## src/rtl/fifo_flex_if.sv

```systemverilog
// fifo_flex_if: producer/consumer bundle for fifo_flex.
//   master : the side driving requests (flush_i, wren_i/wdata_i, rden_i) and
//            observing data and status.
//   slave  : the FIFO itself.
//   Signals:
//     flush_i   synchronous flush request
//     wren_i    write request, wdata_i write data
//     rden_i    read/pop request, rdata_o read data
//     full_o, afull_o, empty_o, aempty_o   occupancy flags
//     count_o   occupancy 0..DEPTH
//     ovf_o, udf_o   sticky overflow / underflow status
interface fifo_flex_if #(
    parameter int DEPTH_LG2  = 4,
    parameter int DATA_WIDTH = 32
);
    logic                  flush_i;
    logic                  wren_i;
    logic [DATA_WIDTH-1:0] wdata_i;
    logic                  rden_i;
    logic [DATA_WIDTH-1:0] rdata_o;
    logic                  full_o;
    logic                  afull_o;
    logic                  empty_o;
    logic                  aempty_o;
    logic [DEPTH_LG2:0]    count_o;
    logic                  ovf_o;
    logic                  udf_o;

    modport master (
        output flush_i, wren_i, wdata_i, rden_i,
        input  rdata_o, full_o, afull_o, empty_o, aempty_o, count_o, ovf_o, udf_o
    );

    modport slave (
        input  flush_i, wren_i, wdata_i, rden_i,
        output rdata_o, full_o, afull_o, empty_o, aempty_o, count_o, ovf_o, udf_o
    );
endinterface

```

## src/rtl/fifo_flex.sv

```systemverilog
// fifo_flex: single-clock synchronous FIFO with selectable first-word-fall-
// through read, occupancy count, programmable almost-full/almost-empty flags,
// synchronous flush and sticky overflow/underflow status.
//   clk    : clock, all state updates on the rising edge
//   rst_n  : asynchronous active-low reset
//   bus    : fifo_flex_if.slave (write side, read side, flags, count, status)
// Flags and count are registered and always describe the state after the
// most recent edge; request acceptance looks only at those registered flags.
module fifo_flex #(
    parameter int DEPTH_LG2  = 4,
    parameter int DATA_WIDTH = 32,
    parameter bit FWFT       = 1'b0,
    parameter int AFULL_TH   = (1 << DEPTH_LG2) - 1,
    parameter int AEMPTY_TH  = 1,
    parameter bit RST_MEM    = 1'b0
) (
    input  logic       clk,
    input  logic       rst_n,
    fifo_flex_if.slave bus
);
    localparam int DEPTH = 1 << DEPTH_LG2;
    localparam int AW    = DEPTH_LG2;
    localparam int PW    = DEPTH_LG2 + 1;

    localparam logic [PW-1:0] AFULL_V  = PW'(AFULL_TH);
    localparam logic [PW-1:0] AEMPTY_V = PW'(AEMPTY_TH);

    // Parameter sanity checks at elaboration.
    if (DEPTH_LG2 < 1) begin : g_bad_depth
        $error("fifo_flex: DEPTH_LG2 must be >= 1");
    end
    if ((AFULL_TH < 1) || (AFULL_TH > DEPTH)) begin : g_bad_afull
        $error("fifo_flex: AFULL_TH must be in 1..DEPTH");
    end
    if ((AEMPTY_TH < 0) || (AEMPTY_TH > DEPTH - 1)) begin : g_bad_aempty
        $error("fifo_flex: AEMPTY_TH must be in 0..DEPTH-1");
    end

    logic [DATA_WIDTH-1:0] mem_q [DEPTH];

    logic [PW-1:0]         wr_ptr_q, wr_ptr_d;
    logic [PW-1:0]         rd_ptr_q, rd_ptr_d;
    logic [PW-1:0]         count_q,  count_d;
    logic                  full_q,   full_d;
    logic                  afull_q,  afull_d;
    logic                  empty_q,  empty_d;
    logic                  aempty_q, aempty_d;
    logic                  ovf_q,    ovf_d;
    logic                  udf_q,    udf_d;
    logic [DATA_WIDTH-1:0] rdata_q,  rdata_d;

    logic wr_acc;
    logic rd_acc;
    logic mem_we;

    always_comb begin
        wr_ptr_d = wr_ptr_q;
        rd_ptr_d = rd_ptr_q;
        ovf_d    = ovf_q;
        udf_d    = udf_q;
        rdata_d  = rdata_q;
        mem_we   = 1'b0;

        wr_acc = bus.wren_i & ~full_q;
        rd_acc = bus.rden_i & ~empty_q;

        if (bus.flush_i) begin
            // Flush wins over everything; concurrent requests are neither
            // performed nor reported as overflow/underflow.
            wr_ptr_d = '0;
            rd_ptr_d = '0;
            ovf_d    = 1'b0;
            udf_d    = 1'b0;
            rdata_d  = '0;
        end else begin
            if (wr_acc) begin
                wr_ptr_d = wr_ptr_q + PW'(1);
                mem_we   = 1'b1;
            end
            if (rd_acc) begin
                rd_ptr_d = rd_ptr_q + PW'(1);
                if (!FWFT) begin
                    rdata_d = mem_q[rd_ptr_q[AW-1:0]];
                end
            end
            if (bus.wren_i && full_q) begin
                ovf_d = 1'b1;
            end
            if (bus.rden_i && empty_q) begin
                udf_d = 1'b1;
            end
        end

        // Status is derived from the next pointers so every flag is a plain
        // register that already matches the post-edge occupancy.
        count_d  = wr_ptr_d - rd_ptr_d;
        empty_d  = (wr_ptr_d == rd_ptr_d);
        full_d   = (wr_ptr_d[AW] != rd_ptr_d[AW]) &&
                   (wr_ptr_d[AW-1:0] == rd_ptr_d[AW-1:0]);
        afull_d  = (count_d >= AFULL_V);
        aempty_d = (count_d <= AEMPTY_V);
    end

    always_ff @(posedge clk or negedge rst_n) begin
        if (!rst_n) begin
            wr_ptr_q <= '0;
            rd_ptr_q <= '0;
            count_q  <= '0;
            full_q   <= 1'b0;
            afull_q  <= 1'b0;
            empty_q  <= 1'b1;
            aempty_q <= 1'b1;
            ovf_q    <= 1'b0;
            udf_q    <= 1'b0;
            rdata_q  <= '0;
        end else begin
            wr_ptr_q <= wr_ptr_d;
            rd_ptr_q <= rd_ptr_d;
            count_q  <= count_d;
            full_q   <= full_d;
            afull_q  <= afull_d;
            empty_q  <= empty_d;
            aempty_q <= aempty_d;
            ovf_q    <= ovf_d;
            udf_q    <= udf_d;
            rdata_q  <= rdata_d;
        end
    end

    // Storage: only cleared by reset when RST_MEM is set; otherwise it stays
    // a reset-free array so it can map onto block RAM.
    if (RST_MEM) begin : g_mem_rst
        always_ff @(posedge clk or negedge rst_n) begin
            if (!rst_n) begin
                for (int i = 0; i < DEPTH; i++) begin
                    mem_q[i] <= '0;
                end
            end else if (mem_we) begin
                mem_q[wr_ptr_q[AW-1:0]] <= bus.wdata_i;
            end
        end
    end else begin : g_mem_norst
        always_ff @(posedge clk) begin
            if (mem_we) begin
                mem_q[wr_ptr_q[AW-1:0]] <= bus.wdata_i;
            end
        end
    end

    // Fall-through mode presents the head entry combinationally; it is only
    // meaningful while empty_o is low.
    if (FWFT) begin : g_rd_fwft
        assign bus.rdata_o = mem_q[rd_ptr_q[AW-1:0]];
    end else begin : g_rd_reg
        assign bus.rdata_o = rdata_q;
    end

    assign bus.full_o   = full_q;
    assign bus.afull_o  = afull_q;
    assign bus.empty_o  = empty_q;
    assign bus.aempty_o = aempty_q;
    assign bus.count_o  = count_q;
    assign bus.ovf_o    = ovf_q;
    assign bus.udf_o    = udf_q;
endmodule

```

## src/flat_wrapper.sv

```systemverilog
// flat-port wrapper written by rule: the top's interface ports become plain ports
module fifo_flex_flat 
#(
    parameter int DEPTH_LG2  = 4,
    parameter int DATA_WIDTH = 32,
    parameter bit FWFT       = 1'b0,
    parameter int AFULL_TH   = (1 << DEPTH_LG2) - 1,
    parameter int AEMPTY_TH  = 1,
    parameter bit RST_MEM    = 1'b0
)
  (clk, rst_n, bus_flush_i, bus_wren_i, bus_wdata_i, bus_rden_i, bus_rdata_o, bus_full_o, bus_afull_o, bus_empty_o, bus_aempty_o, bus_count_o, bus_ovf_o, bus_udf_o);
  fifo_flex_if #(.DEPTH_LG2(DEPTH_LG2), .DATA_WIDTH(DATA_WIDTH)) bus_i ();
  input  logic clk;
  input  logic rst_n;
  input wire logic [$bits(bus_i.flush_i)-1:0] bus_flush_i;
  input wire logic [$bits(bus_i.wren_i)-1:0] bus_wren_i;
  input wire logic [$bits(bus_i.wdata_i)-1:0] bus_wdata_i;
  input wire logic [$bits(bus_i.rden_i)-1:0] bus_rden_i;
  output wire logic [$bits(bus_i.rdata_o)-1:0] bus_rdata_o;
  output wire logic [$bits(bus_i.full_o)-1:0] bus_full_o;
  output wire logic [$bits(bus_i.afull_o)-1:0] bus_afull_o;
  output wire logic [$bits(bus_i.empty_o)-1:0] bus_empty_o;
  output wire logic [$bits(bus_i.aempty_o)-1:0] bus_aempty_o;
  output wire logic [$bits(bus_i.count_o)-1:0] bus_count_o;
  output wire logic [$bits(bus_i.ovf_o)-1:0] bus_ovf_o;
  output wire logic [$bits(bus_i.udf_o)-1:0] bus_udf_o;
  assign bus_i.flush_i = bus_flush_i;
  assign bus_i.wren_i = bus_wren_i;
  assign bus_i.wdata_i = bus_wdata_i;
  assign bus_i.rden_i = bus_rden_i;
  assign bus_rdata_o = bus_i.rdata_o;
  assign bus_full_o = bus_i.full_o;
  assign bus_afull_o = bus_i.afull_o;
  assign bus_empty_o = bus_i.empty_o;
  assign bus_aempty_o = bus_i.aempty_o;
  assign bus_count_o = bus_i.count_o;
  assign bus_ovf_o = bus_i.ovf_o;
  assign bus_udf_o = bus_i.udf_o;
  fifo_flex #(.DEPTH_LG2(DEPTH_LG2), .DATA_WIDTH(DATA_WIDTH), .FWFT(FWFT), .AFULL_TH(AFULL_TH), .AEMPTY_TH(AEMPTY_TH), .RST_MEM(RST_MEM)) u_core (.clk(clk), .rst_n(rst_n), .bus(bus_i));
endmodule
```

## config.mk

```make
export PLATFORM = sky130hd
export DESIGN_NAME = fifo_flex_flat
export DESIGN_NICKNAME = d
export VERILOG_FILES = /design/src/rtl/fifo_flex_if.sv /design/src/rtl/fifo_flex.sv /design/src/flat_wrapper.sv
export SDC_FILE = /design/constraint.sdc
export NUM_CORES = 1
export LEC_CHECK = 0
export CORE_MARGIN = 8
export CORE_UTILIZATION = 45
export CTS_CLUSTER_DIAMETER = 80
export DETAILED_ROUTE_END_ITERATION = 7
export DONT_BUFFER_PORTS = 1
export GPL_ROUTABILITY_DRIVEN = 0
export GPL_TIMING_DRIVEN = 1
export PLACE_DENSITY = 0.71
export SLEW_MARGIN = 10
export SYNTH_ARGS = -nofsm -noshare
export SYNTH_HDL_FRONTEND = slang
export SYNTH_SLANG_ARGS = --single-unit
```

## constraint.sdc

```tcl
create_clock -name clk -period 2.6 [get_ports clk]
set_input_delay 0.78 -clock clk [delete_from_list [all_inputs] [get_ports clk]]
set_output_delay 0.78 -clock clk [all_outputs]
set_load 0.02 [all_outputs]
```

==> Word-level counts from Yosys, hierarchy flattened <==
Memory sizes are Yosys's and may differ from the RTL's.
Index checks and enable logic that the tools add are counted.
Widths: inputs -> output; s select.
{ "classes": {"addsub": 3, "n_lt_le_gt_ge": 2, "n_eq_ne": 3, "n_mux": 14, "bitwise_logic": 4, "reduce_logical": 6} }
{ "op_table": {"columns": ["operator", "count"], "rows": [
  ["$mux 32", 2],
  ["$mux 5", 4],
  ["$add 5x1->5 const B", 2],
  ["$mux 1", 8],
  ["$reduce_bool 2->1", 3],
  ["$eq 5x5->1", 1],
  ["$ge 5x4->1 const B", 1],
  ["$le 5x1->1 const B", 1],
  ["$sub 5x5->5", 1],
  ["$eq 4x4->1", 1],
  ["$logic_and 1x1->1", 3],
  ["$and 1x1->1", 2],
  ["$not 1->1", 2],
  ["$ne 1x1->1", 1]
]} }
{ "word_totals": {"register_bits": 53, "mem_bits_rw": 512, "in_bits": 37, "out_inout_bits": 43, "wordCells": 43, "n_memories": 1} }
{ "mem_list": {"columns": ["name", "words", "width", "rd", "rd_clocked_by_memory_dff", "write_ports", "line", "text"], "rows": [
  ["u_core.mem_q", 16, 32, 1, 0, 1, "fifo_flex.sv:39", "logic [DATA_WIDTH-1:0] mem_q [DEPTH];"]
]} }

==> Longest topological paths before layout <==
{ "logic_depth": {"word_depth": 6, "ltp_mapped": 14} }

==> Worst setup path before layout <==
OpenSTA, ideal clock, no wires.
{ "synth_path": {"path_kind": "input -> register", "startpoint": "input port bus_rden_i", "endpoint": "register u_core.afull_q (netlist: u_core.bus.afull_o)", "t_arrival_ns": 2.741, "required_ns": 2.533, "setup_slack_ns": -0.208, "path_stages": 9, "path_buffers": 0, "path_cell_list": "nor2b_1 > mux2i_1 > or2_2 > fa_1 > a21o_1 > a21oi_1 > o41ai_1 > nor3_1 > a311o_1"} }
{ "synth_between": {"elab_chain_cells": 5} }
{ "synth_lines": {"columns": ["element", "line", "text"], "rows": [
  ["from (decl)", "flat_wrapper.sv:18", "input wire logic [$bits(bus_i.rden_i)-1:0] bus_rden_i;"],
  ["$and 1x1->1", "fifo_flex.sv:65", "rd_acc = bus.rden_i & ~empty_q;"],
  ["$mux 5", "fifo_flex.sv:80", "if (rd_acc) begin"],
  ["$mux 5", "fifo_flex.sv:67", "if (bus.flush_i) begin"],
  ["$sub 5x5->5", "fifo_flex.sv:96", "count_d = wr_ptr_d - rd_ptr_d;"],
  ["$ge 5x4->1", "fifo_flex.sv:100", "afull_d = (count_d >= AFULL_V);"],
  ["named net u_core.afull_d", "fifo_flex.sv:45", "logic afull_q, afull_d;"],
  ["to (signal assigned)", "fifo_flex.sv:121", "afull_q <= afull_d;"],
  ["to (decl)", "fifo_flex.sv:45", null]
]} }
The timed path passes the listed nets, and every way through them passes these cells.
A chain may end at the register's enable or synchronous reset.

==> Worst setup path in the final report <==
{ "layout_path": {"startpoint": "register u_core.empty_q (netlist: u_core.bus.empty_o)", "endpoint": "register u_core.afull_q (netlist: u_core.bus.afull_o)"} }
{ "layout_between": {"elab_chain_cells": 6} }
{ "layout_lines": {"columns": ["element", "line", "text"], "rows": [
  ["from (decl)", "fifo_flex.sv:46", "logic empty_q, empty_d;"],
  ["from (signal assigned)", "fifo_flex.sv:122", "empty_q <= empty_d;"],
  ["$not 1->1", "fifo_flex.sv:65", null],
  ["$and 1x1->1", "fifo_flex.sv:65", null],
  ["$mux 5", "fifo_flex.sv:80", null],
  ["$mux 5", "fifo_flex.sv:67", null],
  ["$sub 5x5->5", "fifo_flex.sv:96", null],
  ["$ge 5x4->1", "fifo_flex.sv:100", null],
  ["named net u_core.afull_d", "fifo_flex.sv:45", null]
]} }
The timed path passes the listed nets, and every way through them passes these cells.

==> impl_metrics.ini <==
[status]
status = complete, no violations

[synthesis]
synthCells = 978
yosys.area.top_type_share = 0.7116
synth_largest_area_cell = edfxtp_1
ys_dominant_reg_cell = edfxtp_1
synth_simple_gate_area_frac = 0.02178
flops_latches_synth = 565
post_synth_main_area_contributors = edfxtp_1 71%, mux4_2 13%, dfrtp_1 5.9%
synth.avg_cell_area_um2 = 22.09
synth_enable_flop_cells = 512
synth_fp_nets = 1025
combinational_family_with_the_most_area_after_synthesis = multiplexers
synth_area_in_xor_xnor = 0.003243
post_synth_mux_area_share = 0.1339
yosys_warnings = 0
synthArstFlopShare = 0.09381
post_synth_instance_area_mm2 = 0.02160
synth-compound-area-share = 0.04801
seq_area_frac_synth = 0.7732
yosysUniqueCellTypes = 46
post_synthesis_share_of_cell_area_spent_on_full_adders_half_adders_and_majority_gates = 0.006139

[worst_setup_path]
critPathLaunchType = register
timing.critical_path.required_ns = 3.07
timing_worst_setup_path_type = register to register
series_of_cell_instances_along_the_critical_path = nand3b_4 -> xor2_1 -> or2_2 -> ha_1 -> a21o_1 -> a21oi_2 -> buf_4 -> a211oi_2 -> a311o_1
critical_path_depth = 9
path_delay_family = compound AO/OA/AOI/OAI gates
crit_path_max_incr_delay_ns = 0.65
critical_path_arrival_ns = 2.98
critPathBufInv = 1
worst_setup_path_end_kind = register
maximum_fanout_encountered_on_the_critical_timing_path = 4
r2r.worst_path.cells = 9
critical-path-slowest-cell = dfstp_2

[clock_network]
tritoncts_num_sinks = 565
ctsLongestPathBuffers = 3
clock_tree_from_tritoncts = built
clkLatencyLatePin_ns = 0.60
h-tree-depth = 2
clock_tree.root_cell = clkbuf_16
numCtsBuffers = 54
clkSlewWorstSetupHoldPaths_ns = 0.06

[pwr]
cellPowerDensity_mw_per_mm2 = 842.8
reported_leakage_power_nw = 7.963
max-vdd-ir-drop_uv = 619.8
totalPowerFinal_mw = 21.04

[global_route]
antenna_found_initial = 0
gr-total-overflow = 0
groute.usage.overall = 0.1677
maximum_number_of_pins_on_one_net_before_global_route_repair = 108
grt_pass1_wl_um = 69570
number_of_global_route_vias_before_repair = 10580

[die]
die_area_mm2 = 0.05528
pin_count = 80
floorplan.initialDensity = 0.4544
die_w_um = 235.1
rows = 80
dieHeight_um = 235.1
coreArea_mm2 = 0.04755

[detailed_routing]
firstDrtPassIters = 5
detailedRoute.firstIterationViolations = 892
ant_nets = 0
drc = 0
wl_per_cell_um = 27.35
drt-vias-per-instance = 5.908
postRouteWirelength_um = 46530
vias = 10050

[sta]
setup_viol_count_final = 0
finalHoldViolCount = 0
fmax_mhz = 399.0
setup_ws_ns = 0.09381
slew_headroom = 0.5169
final_max_slew_viol_count = 0
grt_setup_unrepaired = true
tightestPinTransition_ns = 0.7247
finalCritPeriodShare = 0.9639
timing.final.crit_period_ns = 2.506
final.setup_skew_ns = 0.01771

[cells_and_area]
layout-drive-gt1-share = 0.3094
final_common_cell = edfxtp_1
stdcell_count = 1701
final_net_count = 1087
area_growth_from_synthesis_to_layout_pct = 15.57
mostFrequentLayoutCells = 512 x edfxtp_1, 128 x mux4_2, 55 x clkbuf_16
antennaDiodeCount = 0

[placement]
post-place-cells = 1595
hpwl_um = 25490
dp_worst_setup_slack_ns = -0.2126
placement.io_buffers = 0

[hold_path]
hold_class = primary input to async pin

[flow_run]
timing.max_cap.violations = 0
synthesized netlist by cell type (3+ instances only):
master,number
a21oi_1,7
a221oi_2,30
a22o_1,32
and2_1,17
buf_1,9
buf_2,9
buf_6,7
clkbuf_1,23
dfrtp_1,51
edfxtp_1,512
ha_1,9
inv_1,9
mux4_2,128
nand2_1,39
nand4_1,3
nor2_1,12
nor2b_1,5
nor3_1,3
o21ai_1,32
or2_2,4
xnor2_1,3
xor2_1,5
flip-flops by register name, indices dropped and copies added (netlist names):
signal,flops
u_core.bus.ovf_o,1
u_core.bus.full_o,1
u_core.bus.aempty_o,1
u_core.wr_ptr_q,5
u_core.bus.afull_o,1
u_core.bus.udf_o,1
u_core.bus.empty_o,1
u_core.rd_ptr_q,5
u_core.bus.rdata_o,32
u_core.mem_q,512
u_core.bus.count_o,5
through the flow:
stage / util / hold WS [ns] / instance area, um^2 / TNS [ns]
after floorplan: - / 0.4844 / 21640 / -0.01060
after global placement: 0.4822 / 0.4876 / 22920 / -0.2587
after detailed placement: 0.4822 / 0.4888 / 22920 / -0.5511
after CTS: 0.5244 / 0.001144 / 24930 / 0
after global routing: 0.5252 / 0.01177 / 24970 / -0.01421
final: 0.5252 / 0.03166 / 24970 / 0
routing by layer:
metal	track usage	vias up	share of wire
li1	-	4232	-
met1	0.2170	5413	0.41
met2	0.2771	339	0.49
met3	0.04728	66	0.079
met4	0.04550	0	0.019
met5	0	-	0
report_power, final:
part | switching (mW) | total (mW) | internal, mW
Combinational | 0.955 | 2.04 | 1.09
Clock | 3.34 | 8.56 | 5.23
Sequential | 0.316 | 10.4 | 10.1
Total | 4.61 | 21.0 | 16.4
path summary, 6_finish.rpt:
kind | start | end | slack [ns]
setup / recovery | u_core.bus.empty_o | u_core.bus.afull_o | 0.09
hold / removal | rst_n | u_core.bus.empty_o | 0.03
setup reg to reg | u_core.bus.empty_o | u_core.bus.afull_o | 0.09
hold reg to reg | u_core.rd_ptr_q[4] | u_core.rd_ptr_q[4] | 0.61
max in group asynchronous | rst_n | u_core.bus.aempty_o | 1.91
min in group clk | bus_flush_i | u_core.wr_ptr_q[4] | 0.25
what timing repair did:
action / in CTS / in global routing
pin swaps: 1 / 3
setup buffers: 0 / 2
endpoints found under the setup margin: 2 / 3
endpoints found under the hold margin: 51 / 0
gates cloned: 0 / 0
resized for setup: 0 / 4
hold buffers: 2 / 0
worst reg2reg max path, cell delays in order (launching register included):
cell and delay (ns):
dfstp_2 0.65, nand3b_4 0.18, xor2_1 0.06, or2_2 0.31, ha_1 0.33, a21o_1 0.21, a21oi_2 0.14, buf_4 0.13
a211oi_2 0.04, a311o_1 0.35
cells by family after synthesis:
group / after synthesis
buf+inv: 60
mux: 129
fa+ha+maj: 10
flops: 565
compound gates: 114
xor+xnor: 8
simple gates: 92
area by class of cell:
class | instances | area (um^2)
clock buffer | 73 | 1534
clock inverter | 29 | 436.7
fill | 3508 | 22580
inverter | 9 | 33.78
multi-input combinational | 353 | 4692
sequential | 565 | 16710
tap | 615 | 769.5
timing repair buffer | 57 | 792.0
Note: power is estimated with default switching activity, not from simulation.
